**config.mk**
```make
export PLATFORM = sky130hd
export DESIGN_NAME = fsm_state_stage
export DESIGN_NICKNAME = d
export VERILOG_FILES = /design/src/rtl/fsm_state_stage.sv
export SDC_FILE = /design/constraint.sdc
export NUM_CORES = 1
export LEC_CHECK = 0
export ABC_AREA = 1
export BUFFER_PORTS_ARGS = -buffer_cell sky130_fd_sc_hd__buf_4
export CAP_MARGIN = 20
export CORE_MARGIN = 5
export CORE_UTILIZATION = 45
export CTS_CLUSTER_SIZE = 12
export DETAILED_ROUTE_END_ITERATION = 10
export GPL_TIMING_DRIVEN = 0
export PLACE_DENSITY = 0.73
export SYNTH_ARGS = -nofsm -noshare
export SYNTH_HDL_FRONTEND = slang
export SYNTH_SLANG_ARGS = --single-unit
```
**constraint.sdc**
```tcl
create_clock -name clk -period 2.1 [get_ports clk]
set_clock_uncertainty 0.2 [all_clocks]
set_input_delay 0.42 -clock clk [delete_from_list [all_inputs] [get_ports clk]]
set_output_delay 0.42 -clock clk [all_outputs]
set_load 0.1 [all_outputs]
```
**src/rtl/fsm_state_stage.sv**
```systemverilog
// State/routing stage of the programmable FSM: serial config chain, AND-input source muxes
// and the state register. Optional macro FSM_STEP_CNT_EN adds a saturating step counter.
module fsm_state_stage #(
   parameter int unsigned STATE_BITS = 2,
   parameter int unsigned IN_BITS    = 2,
   parameter int unsigned UNITS      = 2,
   parameter int unsigned SELW       = 4,
   localparam int unsigned NTERM     = STATE_BITS * UNITS * 4,
   localparam int unsigned CFG_LEN   = NTERM * SELW + STATE_BITS
) (
   input  logic                  clk,
   input  logic                  rst_n,
   input  logic                  cfg_en,
   input  logic                  cfg_in,
   output logic                  cfg_out,
   input  logic                  start,
   input  logic                  run,
   input  logic                  step,
   input  logic [IN_BITS-1:0]    fsm_in,
   output logic [NTERM-1:0]      terms,
   input  logic [STATE_BITS-1:0] next_state,
`ifdef FSM_STEP_CNT_EN
   output logic [7:0]            step_cnt,
`endif
   output logic [STATE_BITS-1:0] state_q
);

   localparam int unsigned NSRC = 2 * (1 + STATE_BITS + IN_BITS);

   logic [CFG_LEN-1:0]    chain_q;
   logic [IN_BITS-1:0]    in_q;
   logic [STATE_BITS-1:0] state_d;
   logic                  advance;
   // Padded to the full select range so unused codes read as 0.
   logic [2**SELW-1:0]    src;

   always_ff @(posedge clk or negedge rst_n) begin
      if (!rst_n) begin
         chain_q <= '0;
         in_q    <= '0;
         state_q <= '0;
      end else begin
         if (cfg_en) begin
            chain_q <= {chain_q[CFG_LEN-2:0], cfg_in};
         end
         in_q    <= fsm_in;
         state_q <= state_d;
      end
   end

   assign cfg_out = chain_q[CFG_LEN-1];

   always_comb begin
      state_d = state_q;
      advance = 1'b0;
      if (!cfg_en) begin
         if (start) begin
            state_d = chain_q[STATE_BITS-1:0];
         end else if (run || step) begin
            state_d = next_state;
            advance = 1'b1;
         end
      end
   end

   always_comb begin
      src = '0;
      src[1] = 1'b1;
      src[2 +: STATE_BITS]                        = state_q;
      src[2 + STATE_BITS +: IN_BITS]              = in_q;
      src[2 + STATE_BITS + IN_BITS +: STATE_BITS] = ~state_q;
      src[2 + 2 * STATE_BITS + IN_BITS +: IN_BITS] = ~in_q;
      terms = '0;
      for (int t = 0; t < NTERM; t++) begin
         terms[t] = src[chain_q[STATE_BITS + t * SELW +: SELW]];
      end
   end

`ifdef FSM_STEP_CNT_EN
   logic [7:0] cnt_q;

   always_ff @(posedge clk or negedge rst_n) begin
      if (!rst_n) begin
         cnt_q <= '0;
      end else if (!cfg_en && start) begin
         cnt_q <= '0;
      end else if (advance && cnt_q != 8'hff) begin
         cnt_q <= cnt_q + 8'd1;
      end
   end

   assign step_cnt = cnt_q;
`else
   logic unused_advance;
   assign unused_advance = advance;
`endif

   logic unused_src;
   assign unused_src = ^src[2**SELW-1:NSRC];

endmodule

```
Yosys cells after proc, flatten, opt, wreduce, memory -nomap -nowiden
Index checks and enable logic that the tools add are counted.
{"block": "totals", "regBits": 70, "out_inout_bits": 19}
{"block": "op_classes", "reduce_logical": 3, "n_lt_le_gt_ge": 16, "bitwise": 3, "mux": 34}
{"operator": "$lt 4x5->1 const B", "count": 16}
{"operator": "$bmux 1 s4", "count": 16}
{"operator": "$mux 1", "count": 16}
{"operator": "$mux 2", "count": 2}
{"operator": "$not 2->2", "count": 2}
{"operator": "$reduce_and 2->1", "count": 1}
{"operator": "$reduce_bool 2->1", "count": 1}
{"operator": "$logic_or 1x1->1", "count": 1}
{"operator": "$not 1->1", "count": 1}

Longest topological paths before layout
{"block": "depth", "depth_word": 3, "ltp_mapped": 8}

Worst setup path before layout
Ideal clock, no wire load.
{"block": "synth_path", "kind": "register -> output", "startpoint": "register state_q[0]", "endpoint": "output terms[3]", "t_required_ps": 1480, "t_arrival_ps": 2177, "path_stages_with_launch": 9, "slack_ps": -697, "path_cell_list": "dfrtp_1 -> buf_6 -> buf_12 -> nand2_2 -> nand2_1 -> nand2_1 -> nand3_1 -> nand3_1 -> nand2_1"}
{"block": "synth_via", "elab_chain_cells": 3}
{"element": "from (decl)", "line": "25", "text": "output logic [STATE_BITS-1:0] state_q"}
{"element": "from (signal assigned)", "line": "47", "text": "state_q <= state_d;"}
{"element": "$not 2->2", "line": "71", "text": "src[2 + STATE_BITS + IN_BITS +: STATE_BITS] = ~state_q;"}
{"element": "$bmux 1 s4 (*)", "line": "75", "text": "terms[t] = src[chain_q[STATE_BITS + t * SELW +: SELW]];"}
{"element": "$mux 1 (implied by the code) (*)", "line": "75"}
{"element": "to (decl)", "line": "20", "text": "output logic [NTERM-1:0] terms,"}
Mark *: on every way between the ends. The rest lies on a longest branch, timed or not. The select of a mux whose other input is x is not followed.

Final worst setup path
{"block": "layout_path", "startpoint": "register state_q[1]", "endpoint": "output terms[0]"}
Same word-level chain as after synthesis.

==> results_dict.tcl <==
set metrics [dict create \
    clkTransAtPathRegs_ns 0.08 \
    netlist_instances 540 \
    critPathTopFamily "flip-flops" \
    setup_violations 16 \
    netlist.area_leader.share_pct 45.3 \
    post-route-period-util_pct 111 \
    vias_per_cell 5.46 \
    synth_top_cell_by_area "dfrtp_1" \
    fp.dieH_um 103 \
    slew_headroom_pct 39.9 \
    synth_area_leaders "dfrtp_1, nand2_1, nand3_1" \
    syn-cell-area_um2 3870 \
    grt_usage_pct 21.6 \
    routed_wl_mm 11.4 \
    path_depth 8 \
    critPathRequiredTime_ns 1.48 \
    gp_congestion 0.852 \
    place_ws_ns -0.0945 \
    ys_types 18 \
    slowest_delay_ns 0.55 \
    yosysWarnings 0 \
    die-area_um2 10600 \
    path_class "reg -> out" \
    swShare_pct 45.5 \
    drt_pre_antenna_iters 4 \
    slew_viol_final 0 \
    grt_pass1_wl_mm 17.9 \
    cts_buffers 9 \
    hpwl_mm 6.35 \
    arrival_ns 1.71 \
    rsz0062_at_grt "true" \
    start_util_pct 46.6 \
    finalCriticalPeriod_ns 2.33 \
    io_pins 30 \
    vias 3833 \
    path_buf_inv 2 \
    drive_above_1_share_pct 38.9 \
    holdWs_ns -0.0142 \
    place_area_um2 4420 \
    drt_iter0_markers 235 \
    seq_power_share_pct 29.9 \
    timing.fmax_mhz 430 \
    syn-num-nets 551 \
    syn2layout_area_growth_pct 48.4 \
    critPathLaunch "state_q[1]" \
    peakVddDrop_mv 0.883 \
    endpoint "terms[0]" \
    status "finished, violations left" \
    clk_latency_ns 0.35 \
    worstReg2RegEnd "state_q[0]" \
    failed_checks "negative hold slack, negative setup slack" \
    crit_path_end_kind "primary output" \
    antenna_found_initial 0 \
    seq_area_frac_synth_pct 45.3 \
    dp_cells 673 \
    r2r_setup_slack_ns 0.79 \
    rows 33 \
    cap_violations 0 \
    hold_class "in -> async" \
    internal_power_w 0.00340 \
    drc 0 \
    grt_max_degree 71 \
    design_area_um2 5740 \
    avgRoutedWirePerCell_um 16.3 \
    clkPwrFrac_pct 19.6 \
    slowest_stage "dfrtp_4" \
    grt_pass1_vias 3743 \
    p_comb_share_pct 50.5 \
    yosys_register_bits 70 \
    ant_nets 0 \
    avgSynthCellArea_um2 7.16 \
    cts_tree "yes" \
    switchingPower_w 0.00284 \
    n_antenna_cell 0 \
    final_nets 603 \
    rr_startpoint "state_q[0]" \
    setup_ws_ns -0.227 \
    htree_levels 3 \
    nFillCells 619 \
    crit_chain "buf_12 -> nand2_4 -> nand2_2 -> nand2_2 -> nand3_2 -> nand3_4 -> nand2_8 -> buf_12" \
    report.final.hold_viol_count 8 \
    power_density_nw_per_um2 1090 \
    cp_max_fo 5 \
    cts_buffer_depth 2 \
    core-area_um2 8300 \
    startpoint_type "flip-flop" \
    tightest_slew_ns 0.902 \
    clock_sinks 70 \
    p_leak_nw 2.62 \
    io_buffers 28 \
    root_buffer "clkbuf_8" \
    ff2ff_path_depth 4 \
    fin_cells 702 \
    die_w_um 103 \
    grt_overflow_total 0 \
]
==> worst reg2reg max path, delay by kind of cell, from the launching register on <==
family / cells / cell delay (ns)
buf+inv: 2 / 0.31
compound gates: 1 / 0.05
simple gates: 1 / 0.10
flops: 1 / 0.55
==> timing repair <==
item / CTS / global route
setup endpoints to repair: 16 / 16
endpoints found under the hold margin: 2 / 0
resized for setup: 132 / 97
hold buffers: 2 / 0
cloned: 2 / 1
setup buffers: 10 / 0
pin swaps: 56 / 50
==> logic make-up (layout without fill, tap and decap cells) <==
logic type | Yosys count | after routing | share of synthesized area [%]
simple gates | 296 | 296 | 32.6
buf+inv | 88 | 145 | 10.9
compound gates | 85 | 85 | 11.0
flops | 70 | 70 | 45.3
mux | 1 | 1 | 0.291
==> cells in the mapped netlist <==
cell type / number
clkbuf_1: 6
buf_2: 2
buf_6: 5
nor2_2: 1
mux2_2: 1
buf_8: 1
inv_2: 2
o21ai_0: 67
nand3_1: 96
nor3_1: 1
inv_1: 65
buf_4: 6
a21oi_1: 18
nand2_1: 186
buf_12: 1
nor2_1: 2
nand2_2: 10
dfrtp_1: 70
==> layout by cell type, fill, tap and decap left out, types with 2 or more instances in the layout <==
cell	count
inv_4	2
nand2_4	31
nand3_2	53
nor2_1	2
dfrtp_2	5
dfrtp_1	63
nand3_4	10
buf_16	2
buf_6	4
buf_2	2
a21oi_1	5
clkbuf_1	8
dfrtp_4	2
clkinv_2	2
nand2_2	37
buf_12	21
nand3_1	33
nand2_8	8
nand2_1	120
bufinv_16	2
a21oi_4	2
clkbuf_8	10
buf_8	2
a21oi_2	11
buf_4	22
inv_1	64
o21ai_0	67
dlygate4sd3_1	2
==> power groups by stage <==
stage	clock, W	combinational [W]	sequential [W]
final	0.00122	0.00316	0.00187
after global routing	0.00128	0.00334	0.00190
after CTS	0.00123	0.00290	0.00181
after detailed placement	0	0.00232	0.00179
after global placement	0	0.00228	0.00179
after floorplan	0	0.00184	0.00181
==> how the worst min path moves through the flow <==
stage / from / to / cells past startpoint
finish: rst_n / chain_q[53] / 1
global route: rst_n / chain_q[64] / 1
CTS: rst_n / chain_q[53] / 1
detailed placement: chain_q[45] / chain_q[46] / 2
global placement: chain_q[37] / chain_q[38] / 2
floorplan: rst_n / chain_q[0] / 0
==> metal layers <==
layer	up-vias	GRT usage, %	wire length (µm)
met1	1876	27.7	4690
li1	1854	-	-
met4	0	7.06	234
met5	-	0	0
met3	20	4.47	445
met2	83	36.5	6060
==> flip-flops by register name, summed over array words and instances (netlist names) <==
| signal | flops |
|---|---|
| in_q | 2 |
| chain_q | 66 |
| state_q | 2 |
==> area by class of cell <==
cell class / instances / area [µm²] / area share [%]
clock buffer: 12 / 145 / 2.53
tap: 105 / 131 / 2.29
inverter: 67 / 256 / 4.47
buffer: 19 / 173 / 3.01
clock inverter: 4 / 70.1 / 1.22
multi-input combinational: 382 / 2580 / 44.9
sequential: 70 / 1770 / 30.7
timing repair buffer: 43 / 621 / 10.8
==> stage by stage <==
step | total power (W) | TNS [ns] | util, %
finish | 0.00625 | -2.67 | 69.2
global route | 0.00652 | -3.46 | 69.2
detailed placement | 0.00411 | -0.571 | 53.2
floorplan | 0.00365 | -0.00609 | -
global placement | 0.00407 | -0.403 | 53.2
CTS | 0.00595 | -2.55 | 64.0
(Power assumes the default switching activity.)
